<file path="config.mk">
export PLATFORM = sky130hd
export DESIGN_NAME = prefetch_unit
export DESIGN_NICKNAME = d
export VERILOG_FILES = /design/src/rtl/mips_pkg.sv /design/src/rtl/prefetch_fifo.sv /design/src/rtl/prefetch_unit.sv
export SDC_FILE = /design/constraint.sdc
export NUM_CORES = 1
export LEC_CHECK = 0
export ABC_AREA = 1
export BUFFER_PORTS_ARGS = -buffer_cell sky130_fd_sc_hd__buf_2
export CAP_MARGIN = 5
export CORE_MARGIN = 2
export CORE_UTILIZATION = 53
export CTS_BUF_LIST = sky130_fd_sc_hd__clkbuf_16
export CTS_CLUSTER_DIAMETER = 30
export CTS_CLUSTER_SIZE = 24
export DETAILED_ROUTE_END_ITERATION = 8
export GPL_TIMING_DRIVEN = 1
export PLACE_DENSITY = 0.76
export SKIP_LAST_GASP = 1
export SYNTH_ARGS = -nofsm -noshare
export SYNTH_HDL_FRONTEND = slang
export SYNTH_HIERARCHICAL = 1
export SYNTH_SLANG_ARGS = --single-unit
</file>
<file path="constraint.sdc">
create_clock -name clk -period 5.05 [get_ports clk]
set_input_delay 1.01 -clock clk [delete_from_list [all_inputs] [get_ports clk]]
set_output_delay 1.01 -clock clk [all_outputs]
set_load 0.1 [all_outputs]
</file>
<file path="src/rtl/mips_pkg.sv">
// Shared fetch-path types and constants for the prefetch stage and its consumers.
// Latency: n/a (definitions only).
// Backpressure: n/a (definitions only).
package mips_pkg;

  localparam int ADDR_W  = 32;
  localparam int INSTR_W = 32;

  localparam logic [ADDR_W-1:0]  RESET_PC  = 32'h0000_0000;
  localparam logic [INSTR_W-1:0] NOP_INSTR = 32'h0000_0000;
  localparam logic [ADDR_W-1:0]  PC_INC    = 32'd4;

  // One buffered fetch: the instruction word and the PC it was fetched from.
  typedef struct packed {
    logic [ADDR_W-1:0]  pc;
    logic [INSTR_W-1:0] instr;
  } fetch_entry_t;

  // Instruction addresses are word aligned; the low two bits are dropped.
  function automatic logic [ADDR_W-1:0] word_align(input logic [ADDR_W-1:0] addr);
    return addr & ~ADDR_W'(3);
  endfunction

endpackage

</file>
<file path="src/rtl/prefetch_fifo.sv">
// Fall-through sync FIFO of fetch entries with synchronous flush and occupancy count.
// Latency: a push is visible at head the following cycle.
// Backpressure: none internally; the caller's credit scheme keeps it from overflowing.
module prefetch_fifo
  import mips_pkg::*;
#(
  parameter int DEPTH = 4
) (
  input  logic                   clk,
  input  logic                   reset,
  input  logic                   flush,
  input  logic                   push,
  input  fetch_entry_t           push_data,
  input  logic                   pop,
  output fetch_entry_t           head,
  output logic [$clog2(DEPTH):0] count
);

  localparam int AW = $clog2(DEPTH);
  localparam logic [AW:0] FULL = (AW+1)'(DEPTH);

  fetch_entry_t   mem [DEPTH];
  logic [AW-1:0]  rd_ptr;
  logic [AW-1:0]  wr_ptr;
  logic           do_push;
  logic           do_pop;

  // Pop only real data; a push into a full FIFO is accepted only alongside a pop.
  always_comb begin
    do_pop  = pop && (count != '0);
    do_push = push && ((count != FULL) || do_pop);
    head    = mem[rd_ptr];
  end

  // Pointer and count update; flush empties the queue in one cycle.
  always_ff @(posedge clk) begin
    if (reset || flush) begin
      rd_ptr <= '0;
      wr_ptr <= '0;
      count  <= '0;
    end else begin
      if (do_push) wr_ptr <= wr_ptr + AW'(1);
      if (do_pop)  rd_ptr <= rd_ptr + AW'(1);
      count <= count + (AW+1)'(do_push) - (AW+1)'(do_pop);
    end
  end

  // Storage write; contents need no reset since count gates visibility.
  always_ff @(posedge clk) begin
    if (do_push && !flush && !reset) mem[wr_ptr] <= push_data;
  end

endmodule

</file>
<file path="src/rtl/prefetch_unit.sv">
// Sequential instruction prefetch with a credit-bounded FIFO and redirect flush.
// Latency: response to inst_valid 1 cycle; redirect to first target request 1 cycle.
// Backpressure: requests stall while buffered + outstanding reaches DEPTH; responses never stall.
module prefetch_unit
  import mips_pkg::fetch_entry_t;
  import mips_pkg::PC_INC;
  import mips_pkg::NOP_INSTR;
  import mips_pkg::word_align;
#(
  parameter int                DEPTH    = 4,
  parameter int                ADDR_W   = mips_pkg::ADDR_W,
  parameter int                INSTR_W  = mips_pkg::INSTR_W,
  parameter logic [ADDR_W-1:0] RESET_PC = mips_pkg::RESET_PC
) (
  input  logic               clk,
  input  logic               reset,
  output logic               imem_req_valid,
  input  logic               imem_req_ready,
  output logic [ADDR_W-1:0]  imem_req_addr,
  input  logic               imem_rsp_valid,
  input  logic [INSTR_W-1:0] imem_rsp_data,
  input  logic               redirect_valid,
  input  logic [ADDR_W-1:0]  redirect_pc,
  output logic               inst_valid,
  input  logic               inst_ready,
  output logic [INSTR_W-1:0] inst_data,
  output logic [ADDR_W-1:0]  inst_pc
);

  localparam int CW = $clog2(DEPTH) + 1;
  localparam logic [CW-1:0] ONE = CW'(1);
  localparam logic [CW:0]   CAP = (CW+1)'(DEPTH);

  logic [ADDR_W-1:0] fetch_pc;
  logic [ADDR_W-1:0] rsp_pc;
  logic [ADDR_W-1:0] target;
  logic [CW-1:0]     outstanding;
  logic [CW-1:0]     outstanding_after_rsp;
  logic [CW-1:0]     discard;
  logic [CW-1:0]     count;
  logic              req_fire;
  logic              rsp_take;
  logic              push;
  logic              pop;
  fetch_entry_t      push_entry;
  fetch_entry_t      head;

  // Request channel and credit check: never hold more fetches than the FIFO can absorb.
  always_comb begin
    target         = word_align(redirect_pc);
    imem_req_valid = !reset && !redirect_valid &&
                     (({1'b0, count} + {1'b0, outstanding}) < CAP);
    imem_req_addr  = reset ? RESET_PC : fetch_pc;
    req_fire       = imem_req_valid && imem_req_ready;
  end

  // Response handling: a response with nothing outstanding is a protocol error and is ignored.
  always_comb begin
    rsp_take              = imem_rsp_valid && !reset && (outstanding != '0);
    outstanding_after_rsp = outstanding - (rsp_take ? ONE : '0);
    push                  = rsp_take && !redirect_valid && (discard == '0);
    push_entry.pc         = rsp_pc;
    push_entry.instr      = imem_rsp_data;
  end

  // Instruction channel: head of FIFO shown directly, zeroed when empty; redirect voids the pop.
  always_comb begin
    inst_valid = !reset && (count != '0);
    pop        = inst_valid && inst_ready && !redirect_valid;
    inst_data  = inst_valid ? head.instr : NOP_INSTR;
    inst_pc    = inst_valid ? head.pc : '0;
  end

  // PC and in-flight bookkeeping; a redirect marks every surviving in-flight fetch as stale.
  always_ff @(posedge clk) begin
    if (reset) begin
      fetch_pc    <= RESET_PC;
      rsp_pc      <= RESET_PC;
      outstanding <= '0;
      discard     <= '0;
    end else if (redirect_valid) begin
      fetch_pc    <= target;
      rsp_pc      <= target;
      outstanding <= outstanding_after_rsp;
      discard     <= outstanding_after_rsp;
    end else begin
      if (req_fire) fetch_pc <= fetch_pc + PC_INC;
      if (push)     rsp_pc   <= rsp_pc + PC_INC;
      if (rsp_take && (discard != '0)) discard <= discard - ONE;
      outstanding <= outstanding_after_rsp + (req_fire ? ONE : '0);
    end
  end

  prefetch_fifo #(.DEPTH(DEPTH)) u_fifo (
    .clk       (clk),
    .reset     (reset),
    .flush     (redirect_valid),
    .push      (push),
    .push_data (push_entry),
    .pop       (pop),
    .head      (head),
    .count     (count)
  );

endmodule
</file>
# [After elaboration in Yosys (flattened, before gate mapping)]
# Memories as Yosys holds them, arrays and structs flattened. A register that Yosys moved wholly into a read port is not among the register bits.
# Cells that the tools add are included.
[op_classes] order_cmp=1 muxes=16 reduce_logical=27 n_addsub=10 n_eq_ne=1
[op_table] op="$mux 32" count=7
[op_table] op="$add 32x3->32 const B" count=2
[op_table] op="$logic_and 1x1->1" count=15
[op_table] op="$mux 3" count=3
[op_table] op="$reduce_bool 3->1" count=3
[op_table] op="$add 3x1->3" count=2
[op_table] op="$reduce_bool 2->1" count=3
[op_table] op="$sub 3x1->3" count=2
[op_table] op="$add 2x1->2 const B" count=2
[op_table] op="$add 3x3->4" count=1
[op_table] op="$lt 4x3->1 const B" count=1
[op_table] op="$mux 1" count=4
[op_table] op="$mux 2" count=2
[op_table] op="$logic_not 3->1" count=1
[op_table] op="$ne 3x3->1 const B" count=1
[op_table] op="$sub 3x1->3 const B" count=1
[op_table] op="$logic_not 1->1" count=2
[op_table] op="$logic_or 1x1->1" count=2
[op_table] op="$reduce_or 2->1" count=1
[word_totals] ram_bits=256 n_memories=1 out_inout_bits=98 word_cells=65 ff_bits=77 inputBits=70
[memory_table] name="u_fifo.mem" words=4 word_bits=64 rd=1 rd_clocked_by_memory_dff=1 write_ports=1 line_no="prefetch_fifo.sv:22" text="fetch_entry_t mem [DEPTH];"

# [Depth between registers and ports, before layout]
# Gate-level depths: netlist of run 1.
[depth] depth_word=11 depth_mapped=16 mapped_depth_nobuf=15

# [By module]
# The synthesis of run 1 kept the hierarchy.
[by_module_without_submodules] module="prefetch_fifo" instances=1 seq_area_each_um2=7867.5 area_per_inst_um2=9992.1 cells_per_inst=691
[by_module_without_submodules] module="prefetch_unit" instances=1 seq_area_each_um2=1321.3 area_per_inst_um2=5487.8 cells_per_inst=960

# [Worst setup path after synthesis of run 1]
# OpenSTA, ideal clock, no wires.
[synth_timing] kind="input -> register" from="input redirect_valid" to="memory u_fifo/mem[0][0] in the netlist's numbering (enable)" path_buffers=2 arrival_ns=4.752 required_time_ns=4.563 stages=9 setup_time_ns=0.487 slack_ns=-0.188 cell_sequence="inv_1 > buf_2 > buf_2 > nand2_1 > nor2_1 > inv_1 > nand3_1 > nand3_1 > nor2_1"
[synth_between] elab_chain_cells=9 elab_cells_between_ends=11 cone_classes="mux: 2; reduce/logical: 9"
[synth_lines] item="start, declared" line_no="prefetch_unit.sv:22" text="input logic redirect_valid,"
[synth_lines] item="$logic_not 1->1" line_no="prefetch_unit.sv:69" text="pop = inst_valid && inst_ready && !redirect_valid;"
[synth_lines] item="$logic_and 1x1->1" line_no="prefetch_unit.sv:69"
[synth_lines] item="net pop" line_no="prefetch_unit.sv:44" text="logic pop;"
[synth_lines] item="$logic_and 1x1->1" line_no="prefetch_fifo.sv:30" text="do_pop = pop && (count != '0);"
[synth_lines] item="$logic_or 1x1->1" line_no="prefetch_fifo.sv:31" text="do_push = push && ((count != FULL) || do_pop);"
[synth_lines] item="$logic_and 1x1->1" line_no="prefetch_fifo.sv:31"
[synth_lines] item="$logic_and 1x1->1 (2 in series)" line_no="prefetch_fifo.sv:50" text="if (do_push && !flush && !reset) mem[wr_ptr] <= push_data;"
[synth_lines] item="$mux 1" line_no="prefetch_fifo.sv:50"
[synth_lines] item="$mux 1 (not written as such)" line_no="prefetch_fifo.sv:50"
[synth_lines] item="end, declared" line_no="prefetch_fifo.sv:22"
# The timed path passes the listed nets, and every way through them passes these cells.

==> run summary, run 1 <==
number of global-route vias before repair - 11.8k
slowest stage delay, CP - 0.69 ns
fmax - 0.237 GHz
clock root buffer - clkbuf_16
placed cell area - 16600 µm²
Nets - 1912
worst rel slew slack - 0.211
worst-path cell chain - clkinv_2 -> buf_4 -> o21ai_1 -> o22ai_1 -> inv_1 -> nor2_1 -> buf_2
via count of the routed design - 12.3k
worst slew pin tran - 1.18 ns
Setup Fix Bufs, Post-CTS - 0
first-pass GRT wire length - 59500 µm
Compound-Gate Fraction of Synth Area - 0.115
Final Hold Fails - 0
Leak - 7.71 nW
Die Ht - 175 µm
Tmin final - 4.21 ns
crit path capture type - output pin
Post-DP HPWL - 22400 µm
Reg2Reg Depth - 8
Rows - 62
Mapped Avg Cell Area - 9.38 µm²
Final Cycle Share - 0.834
DR pass1 iterations - 6
delay-heaviest family, CP - buffers and inverters
count of endpoints failing setup in the final report - 0
Critical Path Start Type - flip-flop
Final Max Tran Viols - 0
largest cells by area after synthesis - edfxtp_1 50%, dfxtp_1 9.7%, nor2_1 7.4%
largest net degree at the start of global routing - 77
Ports - 168
reg2reg end - u_fifo/mem[2][41]$_DFFE_PP_
Post-Synth XOR/XNOR Area - 0.00396
multiplexer share of the synthesized area - 0
Worst Setup Path Type - reg -> out
layout cell share with drive strength beyond 1 - 0.187
largest family of logic cells by synthesized area - simple AND/OR/NAND/NOR gates
Diodes inserted - 0
drt drc - 0
PwrDens - 407 nW/µm²
Initial Util - 0.539
FF-to-FF Start - u_fifo/count[1]$_SDFF_PP0_
Slowest-stage cell, CP - dfxtp_4
TritonCTS clock tree - yes
post-route ant nets - 0
latest clock arrival within the worst-skew pair - 0.59 ns
total design power - 7.61 mW
core area - 28700 µm²
GRT Residual Overflow - 0
CP endpoint - inst_pc[23]
Hold Startpoint - discard[0]$_SDFFE_PP0P_
# port buffers - 163
Arr. time, crit path - 3.20 ns
Netlist cell types - 44
WL/cell - 16.5 µm
Synth area leader - edfxtp_1
peak supply drop - 315 µV
PostCTS Resize Cnt - 0
Mapped Cells - 1651
register area share after synthesis - 0.594
TNS Setup - 0 ns
H-tree depth - 2
Starting DRT DRC Count - 903
synth-to-layout area growth - 20.9%
max-capacitance violation count - 0
hold crit path type - reg -> reg
Crit path required time - 4.04 ns
post-route design area - 18700 µm²
antenna violations before repair - 0
clock-pin slew on the worst setup and hold paths - 0.05 ns
Setup Skew - 0.0455 ns
Buf/Inv on CP - 4
most common cell after layout, fill and taps aside - nor2_1
Sink Count - 331
Reg2Reg Setup Slack - 1.97 ns
RSZ-0062 raised after global routing - false
post-synth top area share - 0.497
status - completed
vias per std cell - 5.43
hold_buf cts - 0
Seq cells post-synth - 331
Mapped Area - 15500 µm²
clock buffer depth - 3
most frequent cells in the layout - 300 x nor2_1, 256 x edfxtp_1, 231 x nand2_1
Final GP Congestion - 0.914
Total GRT Usage - 0.243
TritonCTS Buffers - 60
die area - 30600 µm²
simple-gate share of the synthesized area - 0.193
critical path fanouts, max - 54
yosys warns - 6
Post-Synth Adder-Cell Area - 0.0142
DRT Wirelength - 37200 µm
Die Wd - 175 µm
WP depth - 7
worst reg2reg max path, cell delays in order, from the launching register on:
cell	delay [ns]
dfxtp_1	0.50
o31ai_4	0.10
buf_4	0.30
nor2_1	0.30
inv_1	0.07
nand3_1	0.18
nand3_1	0.35
nor2_4	0.55
buf_12	0.38
power by group:
part           leakage, nW  switching (mW)  internal (mW)
logic                 3.71           0.264         0.0993
clock network         1.05            1.50           2.70
registers             2.95          0.0684           2.98
total                 7.71            1.83           5.77
worst min-delay path by stage:
stage,end,slack (ns),cells after the start
finish,discard[0]$_SDFFE_PP0P_,0.50,2
global route,discard[0]$_SDFFE_PP0P_,0.53,2
CTS,discard[0]$_SDFFE_PP0P_,0.50,2
detailed placement,discard[0]$_SDFFE_PP0P_,0.49,2
global placement,flip-flop,0.48,2
floorplan,flip-flop,0.46,2
stage by stage:
stage	hold slack [ns]	util	worst slack [ns]	cells
final	0.501	0.652	0.836	2261
after global routing	0.527	0.652	0.593	2261
after CTS	0.501	0.652	0.826	2261
after detailed placement	0.494	0.577	0.993	2147
after global placement	0.485	0.577	1.11	2147
after floorplan	0.462	-	-0.188	1660
area by class of cell:
class / instances / area [µm²]
clock inverter: 54 / 651
tap: 384 / 480
multi-input combinational: 1053 / 5130
timing repair buffer: 185 / 1020
fill: 2214 / 9990
inverter: 194 / 729
sequential: 331 / 9190
clock buffer: 60 / 1500
flip-flops by register name, indices dropped and copies added, names as in the netlist, named ones only:
register,flops
discard,3
u_fifo/count,3
u_fifo/rd_ptr,2
outstanding,3
fetch_pc,30
rsp_pc,30
u_fifo/wr_ptr,2
u_fifo/mem,256
routing by layer:
layer  vias up  track usage  routed length, µm
met5         -            0                  0
met4         0       0.0778                751
met3        55       0.0420               2680
met2       509        0.425              18400
met1      5790        0.310              15400
li1       5919            -                  -
synthesized netlist by cell type:
master / n
nor2_1: 304
edfxtp_1: 256
nand2_1: 231
inv_1: 187
o21ai_0: 107
nand3_1: 88
dfxtp_1: 75
o21ai_1: 71
o22ai_1: 64
a21oi_1: 54
clkbuf_1: 30
buf_6: 16
ha_1: 16
a31oi_1: 15
buf_4: 15
buf_2: 14
nor2_2: 13
nand4_1: 12
nor2_4: 12
nor3_1: 7
a21o_1: 6
inv_2: 6
nand2_2: 6
or2_2: 6
xor2_1: 6
o211ai_1: 5
buf_1: 4
nand3b_1: 4
clkbuf_2: 3
nand2_4: 3
o21a_1: 2
a211oi_1: 1
clkinv_1: 1
conb_1: 1
fa_1: 1
nand3_2: 1
nand3_4: 1
nor2_8: 1
nor3_2: 1
nor3_4: 1
o21ai_2: 1
o21bai_1: 1
o31ai_1: 1
xnor2_1: 1
cell families (layout without fill, tap and decap cells):
kind of cell | count (synthesis) | after routing
xor gates and xnor gates | 7 | 7
and+or+nand+nor | 691 | 691
other | 1 | 10
DFF | 331 | 331
adders and majority gates | 17 | 17
buffers and inverters | 276 | 493
AOI/OAI and AO/OA | 328 | 328
No activity file was read; power rests on OpenSTA's default activity.
==> run 2: changes to the inputs <==
Clock period 5.05 ns to 3.45 ns, I/O delays scaled along.
==> run 2 against run 1 <==
Effect of this change:
- clock skew is 0.0094 ns lower
- sequential share of layout area shrank 0.31 points
- global-route usage shrank 0.29 points
- count of clock-buffer cells in the layout is 1 higher
- sequential power increased by 46%
- register-to-register slack got worse by 1.0 ns
- critical path depth stayed put
==> run summary, run 2 (synthesized netlist as in run 1, its figures left out) <==
status - completed
hold crit path type - in -> reg
TritonCTS clock tree - yes
Regs by FF count - u_fifo/mem (256), fetch_pc (30), rsp_pc (30)
fmax - 0.302 GHz
Crit path required time - 2.76 ns
die area - 30600 µm²
Post-DP HPWL - 22600 µm
worst rel slew slack - 0.488
DRT Wirelength - 36900 µm
Nets - 1920
TNS Setup - 0 ns
worst-path cell chain - buf_12 -> buf_12 -> o21ai_0 -> o22ai_1 -> inv_1 -> nor2_1 -> buf_2
peak supply drop - 411 µV
hold_buf cts - 0
core area - 28700 µm²
# port buffers - 163
Tmin final - 3.32 ns
H-tree depth - 2
Setup Fix Bufs, Post-CTS - 0
Worst Hold Depth - 1
crit path capture type - output pin
most common cell after layout, fill and taps aside - nor2_1
total design power - 11.1 mW
Critical Path Start Type - flip-flop
reg2reg end - u_fifo/mem[1][56]$_DFFE_PP_
critical path fanouts, max - 42
drt drc - 0
clock root buffer - clkbuf_16
first-pass GRT wire length - 59400 µm
Final GP Congestion - 0.899
clock-pin slew on the worst setup and hold paths - 0.05 ns
Diodes inserted - 0
clock buffer depth - 3
Arr. time, crit path - 2.63 ns
synth-to-layout area growth - 21.6%
Largest register FFs - 256
Slowest-stage cell, CP - dfxtp_4
max-capacitance violation count - 0
WL/cell - 16.3 µm
slowest stage delay, CP - 0.57 ns
final hold slack - 0.305 ns
GRT Residual Overflow - 0
latest clock arrival within the worst-skew pair - 0.60 ns
count of endpoints failing setup in the final report - 0
Final Hold Fails - 0
Die Wd - 175 µm
Hold Path Sink - u_fifo/mem[1][16]$_DFFE_PP_
post-route ant nets - 0
vias per std cell - 5.46
Sink Count - 331
TritonCTS Buffers - 61
PwrDens - 590 nW/µm²
Final Cycle Share - 0.961
RSZ-0062 raised after global routing - false
Initial Util - 0.539
Ports - 168
Leak - 7.77 nW
antenna violations before repair - 1
largest net degree at the start of global routing - 66
Reg2Reg Depth - 7
Total GRT Usage - 0.241
DR pass1 iterations - 5
Crit path top cell by count - buf_12
PostCTS Resize Cnt - 0
Reg2Reg Setup Slack - 0.92 ns
worst slew pin tran - 0.767 ns
most frequent cells in the layout - 300 x nor2_1, 256 x edfxtp_1, 231 x nand2_1
FF-to-FF Start - u_fifo/count[1]$_SDFF_PP0_
layout cell share with drive strength beyond 1 - 0.188
Starting DRT DRC Count - 1159
Rows - 62
Worst Setup Path Type - reg -> out
Die Ht - 175 µm
Final Core Density - 0.656
number of global-route vias before repair - 12.1k
via count of the routed design - 12.4k
Hold Startpoint - imem_rsp_data[16]
top register by number of flip-flops - u_fifo/mem
Setup Skew - 0.0361 ns
Final Max Tran Viols - 0
## run 2: layout make-up
cell class / count / area (µm²)
Fill cell: 2155 / 9870
Sequential cell: 331 / 9190
Multi-Input combinational cell: 1053 / 5130
Clock buffer: 61 / 1530
Timing Repair Buffer: 192 / 1120
Inverter: 194 / 731
Clock inverter: 53 / 639
Tap cell: 384 / 480
## run 2: worst max path at each step
| stage | start | to | cells past startpoint |
|---|---|---|---|
| 3_3_place_gp | reset | u_fifo/mem[1][1]$_DFFE_PP_ | 9 |
| 6_report | flip-flop | inst_pc[15] | 7 |
| 5_1_grt | flip-flop | inst_data[30] | 7 |
| 3_5_place_dp | reset | u_fifo/mem[1][0]$_DFFE_PP_ | 9 |
| 2_1_floorplan | redirect_valid | u_fifo/mem[0][0]$_DFFE_PP_ | 9 |
| 4_1_cts | flip-flop | inst_pc[11] | 7 |
## run 2: per-layer routing
| metal | vias up | global-route usage | wire [µm] |
|---|---|---|---|
| li1 | 5960 | - | - |
| met1 | 5813 | 0.308 | 15300 |
| met2 | 542 | 0.420 | 18200 |
| met3 | 61 | 0.0392 | 2720 |
| met4 | 2 | 0.0760 | 740 |
| met5 | - | 0 | 13 |
## run 2: report_power, final
part | total, mW | switching [mW] | internal, mW
sequential | 4.46 | 0.0990 | 4.36
combinational | 0.533 | 0.387 | 0.146
clock | 6.11 | 2.19 | 3.92
## run 2: critical path: cells and delay by family, from the launching register on
family,cells,cell delay (ns)
buffers and inverters,4,1.02
DFF,1,0.57
AOI/OAI and AO/OA,2,0.29
and+or+nand+nor,1,0.13
## run 2: per-stage QoR
| step | setup slack (ns) | cells | cell area [µm²] |
|---|---|---|---|
| after floorplan | -0.463 | 1660 | 15500 |
| after global placement | 0.552 | 2154 | 16700 |
| after detailed placement | 0.480 | 2154 | 16700 |
| after CTS | 0.117 | 2268 | 18800 |
| after global routing | 0.0332 | 2268 | 18800 |
| final | 0.133 | 2268 | 18800 |
==> run 3: changes to the inputs <==
--- a/config.mk
+++ b/config.mk
@@ -12,3 +12,2 @@
 export CORE_UTILIZATION = 53
-export CTS_BUF_LIST = sky130_fd_sc_hd__clkbuf_16
 export CTS_CLUSTER_DIAMETER = 30
@@ -18,2 +17,3 @@
 export PLACE_DENSITY = 0.76
+export REMOVE_ABC_BUFFERS = 1
 export SKIP_LAST_GASP = 1
--- a/constraint.sdc
+++ b/constraint.sdc
@@ -3,2 +3,2 @@
 set_output_delay 0.69 -clock clk [all_outputs]
-set_load 0.1 [all_outputs]
+set_load 0.05 [all_outputs]
==> run 3 against run 2 <==
Effect of this change:
- worst setup slack gained 0.088 ns
- via count shrank 0.85%
- highest routed layer is now met4
- largest power group unchanged
- wire length is 1.1% higher
- critical path type unchanged
==> run summary, run 3 (synthesized netlist as in run 1, its figures left out) <==
status - completed
vias per std cell - 5.39
latest clock arrival within the worst-skew pair - 0.56 ns
Post-DP HPWL - 22700 µm
antenna violations before repair - 0
Die Ht - 175 µm
worst rel slew slack - 0.537
final setup margin - 0.221 ns
Largest register FFs - 256
Final Max Tran Viols - 0
PwrDens - 598 nW/µm²
Tmin final - 3.23 ns
Die Wd - 175 µm
post-route ant nets - 0
worst-path cell chain - buf_4 -> o21ai_0 -> o22ai_1 -> inv_1 -> nor2_1 -> buf_2
layout cell share with drive strength beyond 1 - 0.189
Regs by FF count - u_fifo/mem (256), fetch_pc (30), rsp_pc (30)
Starting DRT DRC Count - 1038
RSZ-0062 raised after global routing - false
number of global-route vias before repair - 11.7k
Crit path required time - 2.76 ns
Total GRT Usage - 0.240
DRT Wirelength - 37300 µm
Rows - 62
Leak - 7.83 nW
first-pass GRT wire length - 58400 µm
fmax - 0.310 GHz
count of endpoints failing setup in the final report - 0
critical path fanouts, max - 47
most common cell after layout, fill and taps aside - nor2_1
Slowest-stage cell, CP - dfxtp_4
total design power - 11.3 mW
max-capacitance violation count - 0
WL/cell - 16.4 µm
post-place setup slack - 0.376 ns
Sink Count - 331
Reg2Reg Depth - 7
Nets - 1925
synth-to-layout area growth - 22.5%
clock buffer depth - 3
Ports - 168
via count of the routed design - 12.3k
TritonCTS clock tree - yes
PostCTS Resize Cnt - 0
Final Cycle Share - 0.936
Diodes inserted - 0
Critical Path Start Type - flip-flop
GRT Residual Overflow - 0
hold_buf cts - 0
Initial Util - 0.539
Worst Hold Depth - 1
Final GP Congestion - 0.906
peak supply drop - 423 µV
drt drc - 0
core area - 28700 µm²
final hold slack - 0.341 ns
Setup Fix Bufs, Post-CTS - 0
Worst Setup Path Type - reg -> out
Arr. time, crit path - 2.54 ns
DR pass1 iterations - 6
clock root buffer - clkbuf_16
most frequent cells in the layout - 300 x nor2_1, 256 x edfxtp_1, 231 x nand2_1
Setup Skew - 0.0233 ns
clock-pin slew on the worst setup and hold paths - 0.05 ns
H-tree depth - 3
crit path capture type - output pin
Final Hold Fails - 0
top register by number of flip-flops - u_fifo/mem
slowest stage delay, CP - 0.67 ns
worst slew pin tran - 0.694 ns
# port buffers - 163
hold crit path type - in -> reg
die area - 30600 µm²
TritonCTS Buffers - 67
largest net degree at the start of global routing - 91
==> run 3: changes by cell type in the layout (fill, tap and decap cells not counted), moves of 2 or more <==
cell | before | now
clkbuf_1 | 0 | 9
clkinv_2 | 2 | 10
clkbuf_16 | 61 | 68
inv_8 | 6 | 0
inv_1 | 191 | 187
inv_6 | 12 | 8
buf_4 | 22 | 19
clkbuf_8 | 0 | 3
clkinv_4 | 7 | 4
buf_12 | 7 | 9
clkinv_8 | 0 | 2
clkinvlp_4 | 5 | 3
==> run 3: layout make-up <==
class,instances,area [µm²]
well taps,384,480
multi-input cells,1053,5130
clock buffers,80,1780
inverters,194,729
clock inverters,42,508
fillers,2176,9740
repair buffers,191,1140
flip-flops and latches,331,9190
==> run 3: through the flow <==
stage	cells	util	setup TNS, ns	area [µm²]
after floorplan	1578	-	-908.92	15000
after global placement	2153	0.581	0	16700
after detailed placement	2153	0.581	0	16700
after CTS	2275	0.661	0	19000
after global routing	2275	0.661	0	19000
final	2275	0.661	0	19000
==> run 3: final timing paths <==
check / startpoint / slack (ns) / endpoint
worst min register to register: fetch_pc[2]$_SDFFE_PP0P_ / 0.50 / fetch_pc[2]$_SDFFE_PP0P_
worst max register to register: u_fifo/count[1]$_SDFF_PP0_ / 0.93 / u_fifo/mem[2][27]$_DFFE_PP_
worst min-delay path: imem_rsp_data[10] / 0.34 / u_fifo/mem[3][10]$_DFFE_PP_
worst max-delay path: flip-flop / 0.22 / inst_data[0]
==> run 3: worst max-delay path: cells and delay by family, from the launching register on <==
family / cells / cell delay (ns)
AOI/OAI and AO/OA: 2 / 0.37
buffers and inverters: 3 / 0.82
DFF: 1 / 0.67
and+or+nand+nor: 1 / 0.11
==> run 3: per-layer routing <==
metal / global-route usage / up-vias / wire [µm]
li1: - / 5965 / -
met1: 0.318 / 5712 / 15400
met2: 0.402 / 527 / 18300
met3: 0.0409 / 69 / 2890
met4: 0.0795 / 0 / 680
met5: 0 / - / 0
==> run 3: where the power goes <==
| part | total, mW | internal (mW) | leakage (nW) | switching (mW) |
|---|---|---|---|---|
| sequential | 4.47 | 4.37 | 2.95 | 0.0996 |
| combinational | 0.469 | 0.149 | 3.77 | 0.320 |
| clock | 6.41 | 4.26 | 1.11 | 2.16 |
